### src/rtl/oqpsk_pulse_shaper.sv
// O-QPSK half-sine pulse shaper: serial chips in, shaped I/Q baseband samples out.
// Even chips drive I and odd chips drive Q, with Q offset by one chip period.
// Each chip period is 4 samples, so every half-sine pulse spans 8 samples.
// Both ports use a valid/ready handshake. A single-entry buffer decouples chip arrival
// from the chip-boundary loads.
module oqpsk_pulse_shaper #(
  parameter int unsigned DATA_W = 5
) (
  input  logic              clk_i,
  input  logic              reset_i,
  input  logic              chip_in_i,
  input  logic              chip_valid_i,
  output logic              chip_ready_o,
  output logic [DATA_W-1:0] i_out_o,
  output logic [DATA_W-1:0] q_out_o,
  output logic              out_valid_o,
  input  logic              out_ready_i,
  output logic              busy_o
);

  localparam int RomW = DATA_W - 1;

  // Quarter-wave magnitudes round((2^(w-1)-1)*sin(pi*k/8)) for k=0..4; the other half
  // mirrors around k=4. Widths outside 5..8 fall back to the 5-bit table.
  function automatic int rom_val(input int w, input int k);
    int q;
    int v;
    q = (k <= 4) ? k : 8 - k;
    v = 0;
    case (w)
      6: begin
        case (q)
          1: v = 12;
          2: v = 22;
          3: v = 29;
          4: v = 31;
          default: v = 0;
        endcase
      end
      7: begin
        case (q)
          1: v = 24;
          2: v = 45;
          3: v = 58;
          4: v = 63;
          default: v = 0;
        endcase
      end
      8: begin
        case (q)
          1: v = 49;
          2: v = 90;
          3: v = 117;
          4: v = 127;
          default: v = 0;
        endcase
      end
      default: begin
        case (q)
          1: v = 6;
          2: v = 11;
          3: v = 14;
          4: v = 15;
          default: v = 0;
        endcase
      end
    endcase
    return v;
  endfunction

  // Pack the eight unsigned magnitudes into one constant vector at elaboration.
  function automatic logic [8*RomW-1:0] build_rom();
    logic [8*RomW-1:0] t;
    t = '0;
    for (int k = 0; k < 8; k++) begin
      t[k*RomW +: RomW] = RomW'(rom_val(int'(DATA_W), k));
    end
    return t;
  endfunction

  localparam logic [8*RomW-1:0] RomTable = build_rom();

  function automatic logic [RomW-1:0] rom_at(input logic [2:0] p);
    return RomTable[int'(p)*RomW +: RomW];
  endfunction

  typedef enum logic [1:0] {
    StIdle,
    StRun,
    StDrain
  } state_e;

  state_e            state_q, state_d;
  logic [2:0]        phase_q, phase_d;
  logic              i_act_q, i_act_d;
  logic              q_act_q, q_act_d;
  logic              i_chip_q, i_chip_d;
  logic              q_chip_q, q_chip_d;
  logic              buf_full_q, buf_full_d;
  logic              buf_chip_q, buf_chip_d;
  logic [DATA_W-1:0] i_out_q, i_out_d;
  logic [DATA_W-1:0] q_out_q, q_out_d;
  logic              out_valid_q, out_valid_d;

  logic              chip_ready;
  logic              accept;
  logic              emit;
  logic              load;
  logic [2:0]        phase_nxt;
  logic [DATA_W-1:0] i_mag;
  logic [DATA_W-1:0] q_mag;

  // Handshake qualifiers and the signed-magnitude sample for each rail.
  always_comb begin
    chip_ready = !buf_full_q && (state_q != StDrain) && !reset_i;
    accept     = chip_valid_i && chip_ready;
    emit       = ((state_q == StRun) || (state_q == StDrain)) && (!out_valid_q || out_ready_i);
    phase_nxt  = phase_q + 3'd1;
    i_mag      = {1'b0, rom_at(phase_q)};
    // Q runs half a pulse behind I, i.e. four samples of phase offset.
    q_mag      = {1'b0, rom_at(phase_q + 3'd4)};
  end

  // Next-state: chip buffer, FSM, phase counter and output sample register.
  always_comb begin
    state_d     = state_q;
    phase_d     = phase_q;
    i_act_d     = i_act_q;
    q_act_d     = q_act_q;
    i_chip_d    = i_chip_q;
    q_chip_d    = q_chip_q;
    buf_full_d  = buf_full_q;
    buf_chip_d  = buf_chip_q;
    i_out_d     = i_out_q;
    q_out_d     = q_out_q;
    out_valid_d = out_valid_q;
    load        = 1'b0;

    // Accept and load are mutually exclusive: accept needs an empty buffer, load a full one.
    if (accept) begin
      buf_full_d = 1'b1;
      buf_chip_d = chip_in_i;
    end

    unique case (state_q)
      StIdle: begin
        if (buf_full_q) begin
          load     = 1'b1;
          i_chip_d = buf_chip_q;
          i_act_d  = 1'b1;
          q_act_d  = 1'b0;
          phase_d  = 3'd0;
          state_d  = StRun;
        end
      end
      StRun: begin
        if (emit) begin
          phase_d = phase_nxt;
          if (phase_nxt == 3'd4) begin
            if (buf_full_q) begin
              load     = 1'b1;
              q_chip_d = buf_chip_q;
              q_act_d  = 1'b1;
            end else begin
              q_act_d = 1'b0;
              state_d = StDrain;
            end
          end else if (phase_nxt == 3'd0) begin
            if (buf_full_q) begin
              load     = 1'b1;
              i_chip_d = buf_chip_q;
              i_act_d  = 1'b1;
            end else begin
              i_act_d = 1'b0;
              state_d = StDrain;
            end
          end
        end
      end
      StDrain: begin
        // The starved rail is already off; the next boundary finishes the other pulse.
        if (emit) begin
          phase_d = phase_nxt;
          if ((phase_nxt == 3'd0) || (phase_nxt == 3'd4)) begin
            i_act_d = 1'b0;
            q_act_d = 1'b0;
            state_d = StIdle;
          end
        end
      end
      default: state_d = StIdle;
    endcase

    if (load) begin
      buf_full_d = 1'b0;
    end

    if (emit) begin
      i_out_d     = i_act_q ? (i_chip_q ? i_mag : -i_mag) : '0;
      q_out_d     = q_act_q ? (q_chip_q ? q_mag : -q_mag) : '0;
      out_valid_d = 1'b1;
    end else if (out_ready_i) begin
      out_valid_d = 1'b0;
    end
  end

  // State register with synchronous active-high reset.
  always_ff @(posedge clk_i) begin
    if (reset_i) begin
      state_q     <= StIdle;
      phase_q     <= 3'd0;
      i_act_q     <= 1'b0;
      q_act_q     <= 1'b0;
      i_chip_q    <= 1'b0;
      q_chip_q    <= 1'b0;
      buf_full_q  <= 1'b0;
      buf_chip_q  <= 1'b0;
      i_out_q     <= '0;
      q_out_q     <= '0;
      out_valid_q <= 1'b0;
    end else begin
      state_q     <= state_d;
      phase_q     <= phase_d;
      i_act_q     <= i_act_d;
      q_act_q     <= q_act_d;
      i_chip_q    <= i_chip_d;
      q_chip_q    <= q_chip_d;
      buf_full_q  <= buf_full_d;
      buf_chip_q  <= buf_chip_d;
      i_out_q     <= i_out_d;
      q_out_q     <= q_out_d;
      out_valid_q <= out_valid_d;
    end
  end

  assign chip_ready_o = chip_ready;
  assign i_out_o      = i_out_q;
  assign q_out_o      = q_out_q;
  assign out_valid_o  = out_valid_q;
  assign busy_o       = (state_q != StIdle);

endmodule

### config.mk
export PLATFORM = sky130hd
export DESIGN_NAME = oqpsk_pulse_shaper
export DESIGN_NICKNAME = d
export VERILOG_FILES = /design/src/rtl/oqpsk_pulse_shaper.sv
export SDC_FILE = /design/constraint.sdc
export NUM_CORES = 1
export LEC_CHECK = 0
export CORE_UTILIZATION = 51
export CTS_BUF_LIST = sky130_fd_sc_hd__clkbuf_2
export CTS_CLUSTER_DIAMETER = 30
export DETAILED_ROUTE_END_ITERATION = 10
export GPL_TIMING_DRIVEN = 0
export PLACE_DENSITY = 0.74
export SYNTH_ARGS = -nofsm -noshare
export SYNTH_HDL_FRONTEND = slang
export SYNTH_SLANG_ARGS = --single-unit
### constraint.sdc
create_clock -name clk_i -period 1.8 [get_ports clk_i]
set_input_delay 0.36 -clock clk_i [delete_from_list [all_inputs] [get_ports clk_i]]
set_output_delay 0.36 -clock clk_i [all_outputs]
set_load 0.05 [all_outputs]
# Word-level counts from Yosys, hierarchy flattened
# Index checks and enable logic that the tools add are counted.
# op_classes
n_addsub	4
mul	0
div_mod_pow	0
order_cmp	0
n_eq_ne	13
shift	2
n_mux	38
bitwise	0
n_reduce_logical	25
# op_table
op	count
$shiftx A32 B6 Y4 const A	2
$mux W5	4
$mux W1	19
$mux W2	7
$ne A2 B2 Y1 const B	5
$neg A4 Y5	2
$ne A2 B1 Y1 const B	4
$reduce_and A4 Y1	2
$reduce_bool A2 Y1	4
$reduce_and A7 Y1	1
$mux W3	2
$pmux W1 S3	2
$pmux W2 S3	1
$pmux W3 S2	1
$reduce_and A6 Y1	1
$reduce_and A5 Y1	1
$logic_and A1 B1 Y1	4
$pmux W1 S2	2
$reduce_or A2 Y1	2
$add A3 B1 Y3 const B	1
$add A3 B3 Y3 const B	1
$eq A3 B3 Y1 const B	1
$logic_not A1 Y1	3
$logic_not A3 Y1	1
7 further kinds	9
# totals
register_bits	22
latchBits	0
mem_bits_rw	0
rom_bits	0
input_bits	5
out_inout_bits	13
word_cells	93
mem_count	0

# Longest topological paths before layout
# Gate-level depths: netlist of the first run.
# logic_depth
depth_word	7
depth_mapped	8
ltp_nobuf	7

# Least setup slack after synthesis of the first run
# No wires, ideal clock.
# synth_path
kind	register to register
from	reg state_q[0]
to	reg buf_chip_q
setup_ns	0.132
arrival_ns	2.124
t_required_ns	1.668
path_slack_ns	-0.456
stages_incl_launch_ff	7
n_path_buf	0
synth_period_minus_slack_ns	2.256
path_cell_list	dfxtp_1 inv_1 ha_1 nor3_1 nand2_1 nand2_1 a21oi_1
# synth_between
elab_chain_len	4
# synth_rtl
item	line	text
start, declared	93	state_e state_q, state_d;
start signal, assigned	210	state_q <= StIdle;
start signal, assigned	222	state_q <= state_d;
$ne A2 B2 Y1	115	chip_ready = !buf_full_q && (state_q != StDrain) && !reset_i;
$logic_and A1 B1 Y1 (2 in a row)	115	
via chip_ready_o	13	output logic chip_ready_o,
$logic_and A1 B1 Y1	116	accept = chip_valid_i && chip_ready;
end signal, assigned	229	buf_chip_q <= buf_chip_d;
end, declared	100	logic buf_chip_q, buf_chip_d;
# The timed path passes the listed nets, and every way through them passes these cells.
# A chain may end at the register's enable or synchronous reset.

# Worst setup path after layout of the first run
# layout_path
from	reg phase_q[0]
to	reg i_chip_q
# layout_between
elab_chain_len	4
word_cells_on_any_way	6
classes_between	1 x add/sub; 3 x eq/ne; 2 x reduce/logical
# layout_rtl
item	line	text
start, declared	94	logic [2:0] phase_q, phase_d;
start signal, assigned	223	phase_q <= phase_d;
$add A3 B1 Y3 (*)	118	phase_nxt = phase_q + 3'd1;
$eq A3 B3 Y1 / $logic_not A3 Y1 (equally long branches)	159, 168	
$ne A2 B2 Y1 (no source line) / $ne A2 B1 Y1 (equally long branches)	-	
$reduce_and A4 Y1 (no source line) (*)	-	
end signal, assigned	226	i_chip_q <= i_chip_d;
end, declared	97	logic i_chip_q, i_chip_d;
# Mark *: on every way between the ends. The rest lies on a longest branch, timed or not.

==> impl_metrics.py, run 1 <==
metrics = {
    "status": {
        "status": "finished clean",
    },
    "place": {
        "routabilityCongestion": 0.893,
        "port_buffers": 17,
        "dp_slack_ns": -0.438,
        "dpl-instance-area_sq_mm": 0.00157,
        "hpwl_microns": 2270,
    },
    "floorplan": {
        "die_width_microns": 53.5,
        "die_area_sq_mm": 0.00286,
        "die_h_microns": 53.5,
        "rows": 18,
        "initial_core_util_pct": 54.1,
        "core_sq_mm": 0.00250,
        "ios": 18,
    },
    "global_routing": {
        "gr-usage-all-layers_pct": 24.3,
        "grt_overflow": 0,
        "grt_pass1_vias": 1104,
        "grt_first_pass_wirelength_microns": 5040,
        "antenna_found_initial": 0,
        "grt_max_degree": 14,
    },
    "logic_synthesis": {
        "synth.net_count": 181,
        "synth_ff_type": "dfxtp_1",
        "avgSynthCellArea_sq_um": 8.35,
        "synthCells": 162,
        "synth-edff-count": 0,
        "yosys_register_bits": 22,
        "yosysSeqAreaShare_pct": 32.6,
        "yosys.area.top_type": "dfxtp_1",
        "ys_warn_count": 0,
        "netlist_area_sq_mm": 0.00135,
        "synth_cell_types": 42,
        "netlist.area_leader.share_pct": 32.6,
        "yosys-top-cells-area": "dfxtp_1, ha_1, a21oi_1, nand2_1, nor2_1",
        "async_reset_ff_share_pct": 0,
    },
    "worst_setup_path": {
        "cp.arrival_ns": 2.01,
        "cp_max_fo": 7,
        "path_delay_family": "compound AO/OA/AOI/OAI gates",
        "cp_slowest_cell": "dfxtp_2",
        "worstPathCellList": "ha_2 > ha_2 > nand2b_4 > o41ai_4 > a21oi_1 > a41o_1",
        "path_class": "reg -> reg",
        "path_buf_inv": 0,
        "crit_top_cell": "ha_2",
        "startpoint_type": "flip-flop",
        "required_ns": 2.06,
        "end_kind": "flip-flop",
        "max_stage_delay_ns": 0.39,
    },
    "detailed_routing": {
        "drtPass1Iterations": 4,
        "drc": 0,
        "via_count": 1293,
        "detail-route-antenna-nets": 0,
        "wl_per_cell_microns": 14.8,
        "drt_wl_total_microns": 3220,
        "drt-initial-drc-count": 23,
        "detail_route.vias_per_cell": 5.93,
    },
    "clocking": {
        "ctsHtreeMaxLevel": 1,
        "clockRootBuffer": "clkbuf_2",
        "tritoncts": "yes",
        "clk_latency_ns": 0.35,
        "cts_buffer_depth": 2,
        "cts.clk_slew.worst_paths_ns": 0.24,
        "cts_sinks": 22,
        "holdBufCountCts": 0,
        "cts_buffers": 3,
    },
    "pwr": {
        "swShare_pct": 31.0,
        "power_frac_comb_pct": 26.2,
        "p_seq_share_pct": 43.7,
        "total_power_mw": 1.18,
        "peakVddDrop_v": 0.000592,
        "internal_power_uw": 817,
        "clkPwrFrac_pct": 30.1,
        "p_leak_nw": 0.746,
        "p_sw_uw": 367,
        "power.density_mw_per_mm2": 675,
    },
    "sta": {
        "drv_slew": 0,
        "hold_viol_final": 0,
        "min_period_ns": 1.75,
        "setup_slack_ns": 0.0477,
        "finalSetupViolations": 0,
        "hold_slack_ns": 0.466,
        "tightest_slew_ns": 0.496,
        "worst_clock_skew_ns": 0.0215,
        "fin_crit_sh_pct": 97.3,
        "rsz0062_at_grt": "true",
        "relSlewSlack_pct": 67.1,
        "max_freq_mhz": 571,
    },
    "layout": {
        "final_nets": 208,
        "utilization_pct": 70.1,
        "nFillCells": 208,
        "final_cell_area_sq_mm": 0.00175,
        "drive_gt1_share_pct": 21.3,
        "syn2layout_area_growth_pct": 29.6,
        "antennaDiodeCount": 0,
    },
    "worst_hold_path": {
        "hold_path.class": "reg -> reg",
    },
    "flow_run": {
        "maxCapViolCount": 0,
    },
}
worst min-delay path, cell delays in order, from the launching register on:
cell,delay (ns)
dfxtp_1,0.35
nand2_1,0.05
a21oi_1,0.05
layer usage:
layer	vias to the layer above	track usage (%)	routed length, microns
met1	623	32.2	1450
li1	632	-	-
met4	0	6.58	34
met5	-	0	0
met3	5	3.74	96
met2	33	40.4	1640
synth_stat cells, types with 2 or more instances:
master and number:
a41o_1 2, ha_1 14, a21oi_1 15, mux2i_1 4, nor2_1 13, nor3b_1 3, a31o_2 2, nor2b_1 4
nand4b_1 2, and2_1 3, and3_1 3, nand2b_1 5, o211ai_1 2, a31oi_1 3, a311oi_1 3, nand2_1 17
o2111ai_1 2, nor3_1 5, clkbuf_1 4, inv_1 9, dfxtp_1 22, o21ai_0 5
kinds of logic (layout without fill, tap and decap cells):
group,after synthesis,after routing,synth area share [%]
muxes,5,5,3.79
xor gates and xnor gates,2,2,1.30
and+or+nand+nor,62,62,23.8
DFF,22,22,32.6
buffers and inverters,16,42,4.53
AOI/OAI and AO/OA,41,41,21.1
adders and majority gates,14,14,13.0
worst paths after layout:
| kind | slack (ns) | from | cells after the start | endpoint |
|---|---|---|---|---|
| worst max-delay path | 0.05 | phase_q[0] | 6 | i_chip_q |
| worst min-delay path | 0.47 | q_out_o[0] | 2 | q_out_o[0] |
| worst max register to register | 0.05 | phase_q[0] | 6 | i_chip_q |
| worst min register to register | 0.47 | q_out_o[0] | 2 | q_out_o[0] |
area by class of cell:
class                           count  area [sq um]  share of cell area (%)
Sequential cell                    22           457                    26.1
Tap cell                           30          37.5                    2.14
Inverter                           10          37.5                    2.14
Clock buffer                        3          15.0                   0.857
Buffer                              6          32.5                    1.86
Clock inverter                      1          30.0                    1.71
Timing Repair Buffer               22           193                    11.0
Multi-Input combinational cell    124           951                    54.2
layout by cell type, fill, tap and decap left out, types with 2 or more instances in the layout:
cell type / count
a21oi_1: 13
a21oi_2: 2
a311oi_1: 3
a31o_2: 2
a31oi_1: 3
a41o_1: 2
and2_1: 3
and3_1: 3
buf_4: 6
buf_6: 2
clkbuf_1: 2
clkbuf_2: 4
clkdlybuf4s50_1: 4
dfxtp_1: 17
dfxtp_4: 4
dlygate4sd2_1: 11
ha_1: 8
ha_2: 4
ha_4: 2
inv_1: 8
inv_2: 2
mux2i_1: 4
nand2_1: 17
nand2b_1: 4
nand4b_1: 2
nor2_1: 12
nor2b_1: 3
nor3_1: 4
nor3b_1: 2
o2111ai_2: 2
o211ai_1: 2
o21ai_0: 5
power by group through the flow:
stage                     logic [mW]  registers [mW]  clock network (mW)
after global routing           0.335           0.520               0.379
after floorplan                0.175           0.533                   0
final                          0.310           0.517               0.357
after global placement         0.241           0.528                   0
after detailed placement       0.247           0.529                   0
after CTS                      0.259           0.519               0.358
sequential cells by signal, indices dropped and copies added (netlist names), 2 cells and up:
name and cells:
i_out_o 5, q_out_o 5, state_q 2, phase_q 3
timing repair:
action / CTS / global route
pin swaps: 2 / 2
setup buffers: 1 / 4
hold endpoints to repair: 0 / 0
gates resized for setup: 42 / 16
setup endpoints to repair: 25 / 7
metrics by stage:
stage / setup TNS, ns / instances
final: 0 / 218
after global routing: -0.0252 / 218
after CTS: -0.000692 / 214
after detailed placement: -3.44 / 209
after global placement: -3.03 / 209
after floorplan: 0 / 162
No activity file was read; power rests on OpenSTA's default activity.
==> inputs of run 2 (changes only) <==
--- a/config.mk
+++ b/config.mk
@@ -8,6 +8,7 @@
 export CORE_UTILIZATION = 51
 export CTS_BUF_LIST = sky130_fd_sc_hd__clkbuf_2
 export CTS_CLUSTER_DIAMETER = 30
+export CTS_CLUSTER_SIZE = 16
 export DETAILED_ROUTE_END_ITERATION = 10
 export GPL_TIMING_DRIVEN = 0
 export PLACE_DENSITY = 0.74
==> results of run 2 <==
No change in the layout: final DEF, timing and power equal those of run 1.
==> inputs of run 3 (changes only) <==
--- a/config.mk
+++ b/config.mk
@@ -5,13 +5,15 @@
 export SDC_FILE = /design/constraint.sdc
 export NUM_CORES = 1
 export LEC_CHECK = 0
-export CORE_UTILIZATION = 51
+export CELL_PAD_IN_SITES_DETAIL_PLACEMENT = 1
+export CELL_PAD_IN_SITES_GLOBAL_PLACEMENT = 1
+export CORE_UTILIZATION = 38
 export CTS_BUF_LIST = sky130_fd_sc_hd__clkbuf_2
 export CTS_CLUSTER_DIAMETER = 30
 export CTS_CLUSTER_SIZE = 16
 export DETAILED_ROUTE_END_ITERATION = 10
 export GPL_TIMING_DRIVEN = 0
-export PLACE_DENSITY = 0.74
+export PLACE_DENSITY = 0.73
 export SYNTH_ARGS = -nofsm -noshare
 export SYNTH_HDL_FRONTEND = slang
 export SYNTH_SLANG_ARGS = --single-unit
==> run 3 against run 2 <==
Utilization shrank 14 points. First-iteration DRC count shrank 57%. Register-to-register slack lost 0.02 ns. Largest cell class unchanged. Die area grew 33%. Combinational power grew 3%. Global-route usage shrank 1.7 points. Count of clock-buffer cells in the layout is the same.
==> impl_metrics.py, run 3 (synthesis results as in run 1) <==
metrics = {
    "layout": {
        "syn2layout_area_growth_pct": 38.4,
        "final_nets": 211,
        "antennaDiodeCount": 0,
        "regArea_sq_um": 459,
        "drive_gt1_share_pct": 27.7,
        "final_cells": 237,
        "final_cell_area_sq_mm": 0.00187,
        "multi_input_area_sq_mm": 0.00101,
        "final_cell_mix": "nand2_1, dfxtp_1, a21oi_1, nor2_1, dlygate4sd2_1",
        "nFillCells": 420,
    },
    "detailed_routing": {
        "drtPass1Iterations": 4,
        "drt-initial-drc-count": 10,
        "wl_per_cell_microns": 16.6,
        "drt_wl_total_microns": 3940,
        "drc": 0,
        "detail-route-antenna-nets": 0,
        "via_count": 1314,
        "detail_route.vias_per_cell": 5.54,
    },
    "worst_setup_path": {
        "required_ns": 1.44,
        "startpoint_type": "flip-flop",
        "path_class": "reg -> out",
        "end_kind": "output pin",
        "worstPathCellList": "inv_4 > ha_4 > nor3_4 > buf_6",
        "max_stage_delay_ns": 0.44,
        "cp_max_fo": 5,
        "cp_slowest_cell": "dfxtp_4",
        "cp.arrival_ns": 1.43,
    },
    "sta": {
        "worst_clock_skew_ns": 0.0112,
        "fin_crit_sh_pct": 99.4,
        "finalSetupViolations": 0,
        "tightest_slew_ns": 0.494,
        "drv_slew": 0,
        "relSlewSlack_pct": 67.2,
        "max_freq_mhz": 559,
        "min_period_ns": 1.79,
        "hold_viol_final": 0,
        "hold_slack_ns": 0.465,
        "rsz0062_at_grt": "true",
    },
    "global_routing": {
        "gr-usage-all-layers_pct": 22.6,
        "grt_overflow": 0,
        "grt_first_pass_wirelength_microns": 6270,
        "grt_max_degree": 14,
        "antenna_found_initial": 0,
        "grt_pass1_vias": 1293,
    },
    "status": {
        "status": "finished clean",
    },
    "place": {
        "port_buffers": 17,
        "placed_cells": 225,
        "dpl-instance-area_sq_mm": 0.00159,
        "routabilityCongestion": 0.861,
        "hpwl_microns": 2710,
    },
    "clocking": {
        "clockRootBuffer": "clkbuf_2",
        "tritoncts": "yes",
        "cts_buffer_depth": 2,
        "cts.clk_slew.worst_paths_ns": 0.23,
        "clk_latency_ns": 0.37,
        "ctsHtreeMaxLevel": 1,
        "cts_buffers": 3,
        "holdBufCountCts": 0,
        "cts_sinks": 22,
    },
    "floorplan": {
        "die_h_microns": 61.7,
        "core_sq_mm": 0.00336,
        "initial_core_util_pct": 40.2,
        "rows": 21,
        "die_width_microns": 61.7,
        "ios": 18,
        "die_area_sq_mm": 0.00380,
    },
    "pwr": {
        "peakVddDrop_v": 0.000332,
        "p_leak_nw": 0.784,
        "power.density_mw_per_mm2": 647,
    },
    "flow_run": {
        "maxCapViolCount": 0,
    },
    "worst_hold_path": {
        "hold_path.class": "reg -> reg",
    },
}
==> run 3: cell count changes in the layout (fill, tap and decap cells not counted), sizes merged <==
cell      delta
buf          +2
clkinvlp     +1
clkbuf       +1
inv          -1
==> run 3: worst paths after layout <==
kind | startpoint | endpoint | slack, ns | cells after the start
setup / recovery | state_q[0] | chip_ready_o | 0.01 | 4
setup reg to reg | phase_q[0] | i_chip_q | 0.03 | 6
hold / removal | i_out_o[1] | i_out_o[1] | 0.47 | 2
hold reg to reg | i_out_o[1] | i_out_o[1] | 0.47 | 2
==> run 3: report_power, final <==
part	leakage, nW	internal (mW)	switching [mW]
Clock	0.0266	0.191	0.180
Combinational	0.576	0.127	0.192
Sequential	0.182	0.499	0.0209
Total	0.784	0.817	0.393
==> run 3: repair_timing <==
action / in CTS / in global routing
buffers inserted: 3 / 5
pin swaps: 2 / 10
endpoints found under the setup margin: 28 / 13
gates resized for setup: 50 / 25
==> run 3: critical path: cells and delay by family (launching register included) <==
family	cells	cell delay, ns
flops	1	0.44
buf+inv	2	0.24
simple gates	1	0.21
fa+ha+maj	1	0.17
==> run 3: area by class of cell <==
type | count | area share, %
Tap cell | 46 | 3.07
Buffer | 6 | 2.01
Clock inverter | 1 | 1.60
Timing Repair Buffer | 25 | 11.5
Multi-Input combinational cell | 124 | 54.1
Clock buffer | 3 | 0.802
Sequential cell | 22 | 24.5
Inverter | 10 | 2.34
==> run 3: through the flow <==
| stage | total power, mW | TNS (ns) | util [%] | setup slack (ns) |
|---|---|---|---|---|
| final | 1.21 | 0 | 55.7 | 0.0100 |
| after global routing | 1.25 | -0.137 | 55.7 | -0.0434 |
| after CTS | 1.18 | -0.0296 | 51.6 | -0.0279 |
| after detailed placement | 0.784 | -4.66 | 47.1 | -0.460 |
| after global placement | 0.775 | -4.02 | 47.1 | -0.429 |
| after floorplan | 0.708 | 0 | - | 0.00971 |
==> run 3: metal layers <==
| metal | vias to the layer above | GRT usage (%) | routed length [microns] |
|---|---|---|---|
| met3 | 10 | 2.52 | 116 |
| met5 | - | 0 | 0 |
| met1 | 634 | 27.4 | 1670 |
| met2 | 28 | 41.9 | 2060 |
| li1 | 642 | - | - |
| met4 | 0 | 6.03 | 91 |
